===== config.mk =====
export PLATFORM = sky130hd
export DESIGN_NAME = tone_sequencer_flat
export DESIGN_NICKNAME = d
export VERILOG_FILES = /design/src/rtl/tone_sequencer_if.sv /design/src/rtl/tone_sequencer.sv /design/src/flat_wrapper.sv
export SDC_FILE = /design/constraint.sdc
export NUM_CORES = 1
export LEC_CHECK = 0
export CAP_MARGIN = 15
export CORE_ASPECT_RATIO = 0.75
export CORE_MARGIN = 2
export CORE_UTILIZATION = 39
export DETAILED_ROUTE_END_ITERATION = 6
export SETUP_SLACK_MARGIN = 0.4
export SYNTH_ARGS = -nofsm -noshare
export SYNTH_HDL_FRONTEND = slang
export SYNTH_SLANG_ARGS = --single-unit

===== constraint.sdc =====
create_clock -name CLOCK_50 -period 3.1 [get_ports CLOCK_50]
set_clock_uncertainty 0.15 [all_clocks]
set_input_delay 0.31 -clock CLOCK_50 [delete_from_list [all_inputs] [get_ports CLOCK_50]]
set_output_delay 0.31 -clock CLOCK_50 [all_outputs]
set_load 0.03 [all_outputs]

===== src/rtl/tone_sequencer_if.sv =====
// tone_sequencer_if
//   Control and status bundle between the key/switch logic and the tone
//   sequencer. The master drives the requests and sees the note/gate outputs.
//   The slave is the sequencer itself.
//
//   start         level, begins a sequence when the sequencer is idle
//   stop          level, aborts any sequence (wins over start)
//   mode          00 ascending, 01 descending, 10 ping-pong, 11 ascending
//   loop          1 = restart after the last note instead of finishing
//   frequency_sel note select for the clock divider
//   tone_en       high while a note sounds
//   busy          high during PLAY and GAP
//   beat_pulse    one-cycle pulse on the last cycle of each note
//   done          one-cycle pulse when a non-looping sequence completes
interface tone_sequencer_if;
    logic       start;
    logic       stop;
    logic [1:0] mode;
    logic       loop;
    logic [2:0] frequency_sel;
    logic       tone_en;
    logic       busy;
    logic       beat_pulse;
    logic       done;

    modport master (
        output start, stop, mode, loop,
        input  frequency_sel, tone_en, busy, beat_pulse, done
    );

    modport slave (
        input  start, stop, mode, loop,
        output frequency_sel, tone_en, busy, beat_pulse, done
    );
endinterface


===== src/rtl/tone_sequencer.sv =====
// tone_sequencer
//   Steps the clock divider's 3-bit frequency_sel through an ascending,
//   descending or ping-pong note sequence. Each note sounds for
//   TICKS_PER_BEAT cycles (tone_en high), followed by GAP_TICKS silent
//   cycles. The sequence either runs once (done pulse) or loops.
//
//   CLOCK_50  system clock, rising edge
//   reset_n   asynchronous active-low reset
//   bus       tone_sequencer_if.slave: start/stop/mode/loop in,
//             frequency_sel/tone_en/busy/beat_pulse/done out (all registered)
module tone_sequencer #(
    parameter int TICKS_PER_BEAT = 25000000,
    parameter int GAP_TICKS      = 2500000,
    parameter int CNT_W          = 25
) (
    input  logic             CLOCK_50,
    input  logic             reset_n,
    tone_sequencer_if.slave  bus
);

    typedef enum logic [1:0] {IDLE, PLAY, GAP, DONE} state_t;

    localparam logic [CNT_W-1:0] BEAT_LAST     = CNT_W'(TICKS_PER_BEAT - 1);
    localparam logic [CNT_W-1:0] GAP_LAST      = CNT_W'((GAP_TICKS > 0) ? GAP_TICKS - 1 : 0);
    localparam bit               ONE_TICK_BEAT = (TICKS_PER_BEAT == 1);

    state_t           state_reg;
    logic [CNT_W-1:0] tick_reg;
    logic [2:0]       note_reg;
    logic             dir_down_reg;   // ping-pong leg: 0 = up, 1 = down
    logic [1:0]       mode_reg;       // latched at start, 11 folded to 00
    logic             loop_reg;
    logic             tone_en_reg;
    logic             busy_reg;
    logic             beat_pulse_reg;
    logic             done_reg;

    // Next note, end-of-sequence detection and the moment a note (including
    // its gap) is finished.
    logic       seq_last;
    logic [2:0] note_next;
    logic       dir_down_next;
    logic       advance;

    always_comb begin
        seq_last      = 1'b0;
        note_next     = note_reg + 3'd1;
        dir_down_next = dir_down_reg;
        case (mode_reg)
            2'b01: begin
                seq_last  = (note_reg == 3'd0);
                note_next = note_reg - 3'd1;
            end
            2'b10: begin
                if (dir_down_reg) begin
                    seq_last  = (note_reg == 3'd0);
                    note_next = note_reg - 3'd1;
                end else if (note_reg == 3'd7) begin
                    // top of the up leg: turn around without repeating 7
                    dir_down_next = 1'b1;
                    note_next     = 3'd6;
                end
            end
            default: seq_last = (note_reg == 3'd7);
        endcase

        // With no gap the note ends on the terminal PLAY tick, otherwise on
        // the terminal GAP tick.
        advance = ((state_reg == PLAY) && (tick_reg == BEAT_LAST) && (GAP_TICKS == 0)) ||
                  ((state_reg == GAP)  && (tick_reg == GAP_LAST));
    end

    always_ff @(posedge CLOCK_50 or negedge reset_n) begin
        if (!reset_n) begin
            state_reg      <= IDLE;
            tick_reg       <= '0;
            note_reg       <= 3'd0;
            dir_down_reg   <= 1'b0;
            mode_reg       <= 2'b00;
            loop_reg       <= 1'b0;
            tone_en_reg    <= 1'b0;
            busy_reg       <= 1'b0;
            beat_pulse_reg <= 1'b0;
            done_reg       <= 1'b0;
        end else begin
            beat_pulse_reg <= 1'b0;
            done_reg       <= 1'b0;

            if (bus.stop) begin
                state_reg    <= IDLE;
                tick_reg     <= '0;
                note_reg     <= 3'd0;
                dir_down_reg <= 1'b0;
                tone_en_reg  <= 1'b0;
                busy_reg     <= 1'b0;
            end else if (advance) begin
                if (seq_last && !loop_reg) begin
                    state_reg    <= DONE;
                    tick_reg     <= '0;
                    note_reg     <= 3'd0;
                    dir_down_reg <= 1'b0;
                    tone_en_reg  <= 1'b0;
                    busy_reg     <= 1'b0;
                    done_reg     <= 1'b0 | 1'b1;
                end else begin
                    state_reg      <= PLAY;
                    tick_reg       <= '0;
                    tone_en_reg    <= 1'b1;
                    busy_reg       <= 1'b1;
                    beat_pulse_reg <= ONE_TICK_BEAT;
                    if (seq_last) begin
                        // looping: reload the first note, ping-pong restarts upward
                        note_reg     <= (mode_reg == 2'b01) ? 3'd7 : 3'd0;
                        dir_down_reg <= 1'b0;
                    end else begin
                        note_reg     <= note_next;
                        dir_down_reg <= dir_down_next;
                    end
                end
            end else begin
                case (state_reg)
                    IDLE: begin
                        if (bus.start) begin
                            mode_reg       <= (bus.mode == 2'b11) ? 2'b00 : bus.mode;
                            loop_reg       <= bus.loop;
                            dir_down_reg   <= 1'b0;
                            note_reg       <= (bus.mode == 2'b01) ? 3'd7 : 3'd0;
                            tick_reg       <= '0;
                            state_reg      <= PLAY;
                            tone_en_reg    <= 1'b1;
                            busy_reg       <= 1'b1;
                            beat_pulse_reg <= ONE_TICK_BEAT;
                        end
                    end
                    PLAY: begin
                        if (tick_reg == BEAT_LAST) begin
                            // only reached with a non-zero gap; the no-gap
                            // case is handled by advance
                            state_reg   <= GAP;
                            tick_reg    <= '0;
                            tone_en_reg <= 1'b0;
                        end else begin
                            tick_reg <= tick_reg + CNT_W'(1);
                            // registered pulse must be high during the
                            // terminal tick, so raise it one cycle early
                            beat_pulse_reg <= ((tick_reg + CNT_W'(1)) == BEAT_LAST);
                        end
                    end
                    GAP: begin
                        tick_reg <= tick_reg + CNT_W'(1);
                    end
                    DONE: begin
                        state_reg <= IDLE;
                    end
                    default: state_reg <= IDLE;
                endcase
            end
        end
    end

    assign bus.frequency_sel = note_reg;
    assign bus.tone_en       = tone_en_reg;
    assign bus.busy          = busy_reg;
    assign bus.beat_pulse    = beat_pulse_reg;
    assign bus.done          = done_reg;

endmodule


===== src/flat_wrapper.sv =====
// flat-port wrapper written by rule: the top's interface ports become plain ports
module tone_sequencer_flat 
#(
    parameter int TICKS_PER_BEAT = 25000000,
    parameter int GAP_TICKS      = 2500000,
    parameter int CNT_W          = 25
)
  (CLOCK_50, reset_n, bus_start, bus_stop, bus_mode, bus_loop, bus_frequency_sel, bus_tone_en, bus_busy, bus_beat_pulse, bus_done);
  tone_sequencer_if bus_i ();
  input  logic CLOCK_50;
  input  logic reset_n;
  input wire logic [$bits(bus_i.start)-1:0] bus_start;
  input wire logic [$bits(bus_i.stop)-1:0] bus_stop;
  input wire logic [$bits(bus_i.mode)-1:0] bus_mode;
  input wire logic [$bits(bus_i.loop)-1:0] bus_loop;
  output wire logic [$bits(bus_i.frequency_sel)-1:0] bus_frequency_sel;
  output wire logic [$bits(bus_i.tone_en)-1:0] bus_tone_en;
  output wire logic [$bits(bus_i.busy)-1:0] bus_busy;
  output wire logic [$bits(bus_i.beat_pulse)-1:0] bus_beat_pulse;
  output wire logic [$bits(bus_i.done)-1:0] bus_done;
  assign bus_i.start = bus_start;
  assign bus_i.stop = bus_stop;
  assign bus_i.mode = bus_mode;
  assign bus_i.loop = bus_loop;
  assign bus_frequency_sel = bus_i.frequency_sel;
  assign bus_tone_en = bus_i.tone_en;
  assign bus_busy = bus_i.busy;
  assign bus_beat_pulse = bus_i.beat_pulse;
  assign bus_done = bus_i.done;
  tone_sequencer #(.TICKS_PER_BEAT(TICKS_PER_BEAT), .GAP_TICKS(GAP_TICKS), .CNT_W(CNT_W)) u_core (.CLOCK_50(CLOCK_50), .reset_n(reset_n), .bus(bus_i));
endmodule

==> run metrics <==
status=finished, violations left; failing checks=negative hold slack; P per Cell Area=498 mW/mm²; power share of the combinational group=0.335; Crit Path Class=reg2reg; vias in the first global route=2140; reg-to-reg startpoint=u_core.tick_reg[0]$_DFFE_PN0P_; Slew HR=0.420; I/O pin total=14; Worst Setup SP=u_core.tick_reg[0]$_DFFE_PN0P_; initial antenna violation count=0; most instantiated library cell after synthesis=dfrtp_1; peak supply drop=295 µV; GR Util All Layers=0.186; routed vias=2341; prevailing post-synth register cell=dfrtp_1; Leakage Power=1.19 nW; Area Growth Syn to Fin=11.1%; die area=0.00761 mm²; DP Wirelength=4.80 mm; fin crit share=0.841; sequential share of power=0.385; Ys Warns=0; flop and latch count out of synthesis=38; grt ovf=0; Final TNS setup=0 ns; CTS clk-pin slew, worst paths=0.08 ns; CTS tree=yes; NumNets Final=336; Final Instance Area=0.00300 mm²; row cnt=26; WL/cell=16.5 µm; Final Setup Violations=0; Clk pwr share=0.280; area fraction of the dominant cell type after synthesis=0.353; Required @ worst endpoint=3.16 ns; Synth cell types=62; Hold WC Path Type=in2async; commonest cells in the netlist=dfrtp_1, a21oi_1, nand2_1; Post-Syn Instances=306; Placeable Area=0.00677 mm²; Slew Limit Fails=0; worst slew pin tran=0.871 ns; Root Driver=clkbuf_8; largest cells by area after synthesis=dfrtp_1, ha_1, a21oi_1; Pint=0.000971 W; Die Y=76.0 µm; first-pass GRT wire length=11.3 mm; total CTS buffers=5; CP startpoint kind=register; net switching power=0.000523 W; DIE WIDTH=100 µm; pre-CTS setup slack=0.401 ns; Achievable Freq=384 MHz; Max stage delay cell, worst path=dfrtp_2; RSZ-0062 raised after global routing=true; clock net sink count=38; # diodes=0; fraction of layout cells with a size suffix above 1=0.117; Post-synth EDFFs=0; Tmin final=2.61 ns; max reg flops=25; DR iter-0 viols=154; Final Worst Setup Slack=0.494 ns; Switching Share=0.350; hold_ws=-0.0191 ns; final WL=6.62 mm; CP Data Arrival Time=2.66 ns; number of remaining DRC errors=0; crit path capture type=register; H-tree depth=2; Area after DPL=0.00285 mm²; CTS Buffer Depth=2; worst path cell trace=ha_2 -> and4_2 -> nand2_4 -> o41ai_4 -> buf_4 -> a2111o_1 -> buf_6 -> or3_1 -> o21ai_0; Final Hold Vio Count=37; syn_nets=326; pin count of the biggest net entering global routing=39; DR vias/cell=5.84; DRT antenna net count=0; Max Cap Violations=0; worst skew pair latency=0.29 ns; GPL Wtd Cong=0.892; DRT Pass-1 Iters=4; critical path's largest stage delay=0.45 ns; synthesized area=0.00270 mm²; Port Buffers=13; syn_area_per_cell=8.82 µm²; Initial Util=0.399; Seq/Total Area, Yosys=0.353; CP Max Fanout=15; Post-CTS Hold Buffers=0; Synth area leader=dfrtp_1; Post-synth ARST share=1.00
-- layout make-up --
cell class / instances / area [µm²]
Fill cell: 683 / 3770
Multi-Input combinational cell: 233 / 1590
Sequential cell: 38 / 952
Timing Repair Buffer: 18 / 170
Tap cell: 84 / 105
Inverter: 20 / 75.1
Clock buffer: 5 / 68.8
Clock inverter: 3 / 40.0
-- routing by layer --
| metal | part of all wire | track usage | wire length [µm] |
|---|---|---|---|
| met5 | 0 | 0 | 0 |
| met4 | 0.0060 | 0.0411 | 40 |
| met3 | 0.055 | 0.0404 | 363 |
| met2 | 0.42 | 0.251 | 2750 |
| met1 | 0.52 | 0.299 | 3470 |
-- logic make-up (layout without fill, tap and decap cells) --
kind of cell | Yosys count | count (layout) | share of synthesized area
AND/OR/NAND/NOR | 122 | 122 | 0.258
AO/OA/AOI/OAI | 85 | 85 | 0.213
flip-flops | 38 | 38 | 0.353
buffers and inverters | 35 | 46 | 0.0710
adder cells (fa/ha/maj) | 13 | 13 | 0.0603
XOR/XNOR | 9 | 9 | 0.0292
multiplexers | 4 | 4 | 0.0153
-- worst paths after layout --
check / to / slack (ns) / cells past startpoint
min: u_core.tick_reg[22]$_DFFE_PN0P_ / -0.02 / 1
max reg2reg: u_core.tick_reg[24]$_DFFE_PN0P_ / 0.49 / 9
min in group CLOCK_50: u_core.bus.frequency_sel[2]$_DFFE_PN0P_ / 0.39 / 2
max: u_core.tick_reg[24]$_DFFE_PN0P_ / 0.49 / 9
min reg2reg: u_core.bus.frequency_sel[2]$_DFFE_PN0P_ / 0.39 / 2
max in group asynchronous: u_core.tick_reg[0]$_DFFE_PN0P_ / 2.23 / 1
-- layout by cell type (no fill, tap or decap), drive strengths merged, types with 8 or more instances in the layout --
master,Yosys,layout
a21oi,26,26
a31oi,12,12
and3,8,8
clkdlybuf4s50,0,12
dfrtp,38,38
ha,13,13
inv,20,20
nand2,26,26
nand3,14,14
nor2,16,16
nor3,12,12
o21ai,15,15
-- worst max-delay path, delay by kind of cell, from the launching register on --
kind | cells | cell delay [ns]
simple gates | 3 | 0.73
compound gates | 3 | 0.61
flops | 1 | 0.45
buf+inv | 2 | 0.35
fa+ha+maj | 1 | 0.24
-- power by group through the flow --
| stage | registers, W | clock network, W | logic (W) |
|---|---|---|---|
| finish | 0.000575 | 0.000418 | 0.000501 |
| global route | 0.000582 | 0.000455 | 0.000560 |
| CTS | 0.000573 | 0.000434 | 0.000492 |
| detailed placement | 0.000583 | 0 | 0.000489 |
| global placement | 0.000580 | 0 | 0.000485 |
| floorplan | 0.000595 | 0 | 0.000340 |
-- metrics by stage --
| stage | util | total power [W] | hold WS (ns) | cells |
|---|---|---|---|---|
| after floorplan | - | 0.000935 | -0.136 | 306 |
| after global placement | 0.422 | 0.00107 | 0.333 | 392 |
| after detailed placement | 0.422 | 0.00107 | 0.334 | 392 |
| after CTS | 0.439 | 0.00150 | 0.0110 | 400 |
| after global routing | 0.443 | 0.00160 | 0.0622 | 401 |
| final | 0.443 | 0.00149 | -0.0191 | 401 |
-- repair_timing --
item	CTS	global route
pin swaps	0	2
buffers inserted	0	1
setup endpoints to repair	1	24
resized for setup	1	6
No activity file was read; power rests on OpenSTA's default activity.
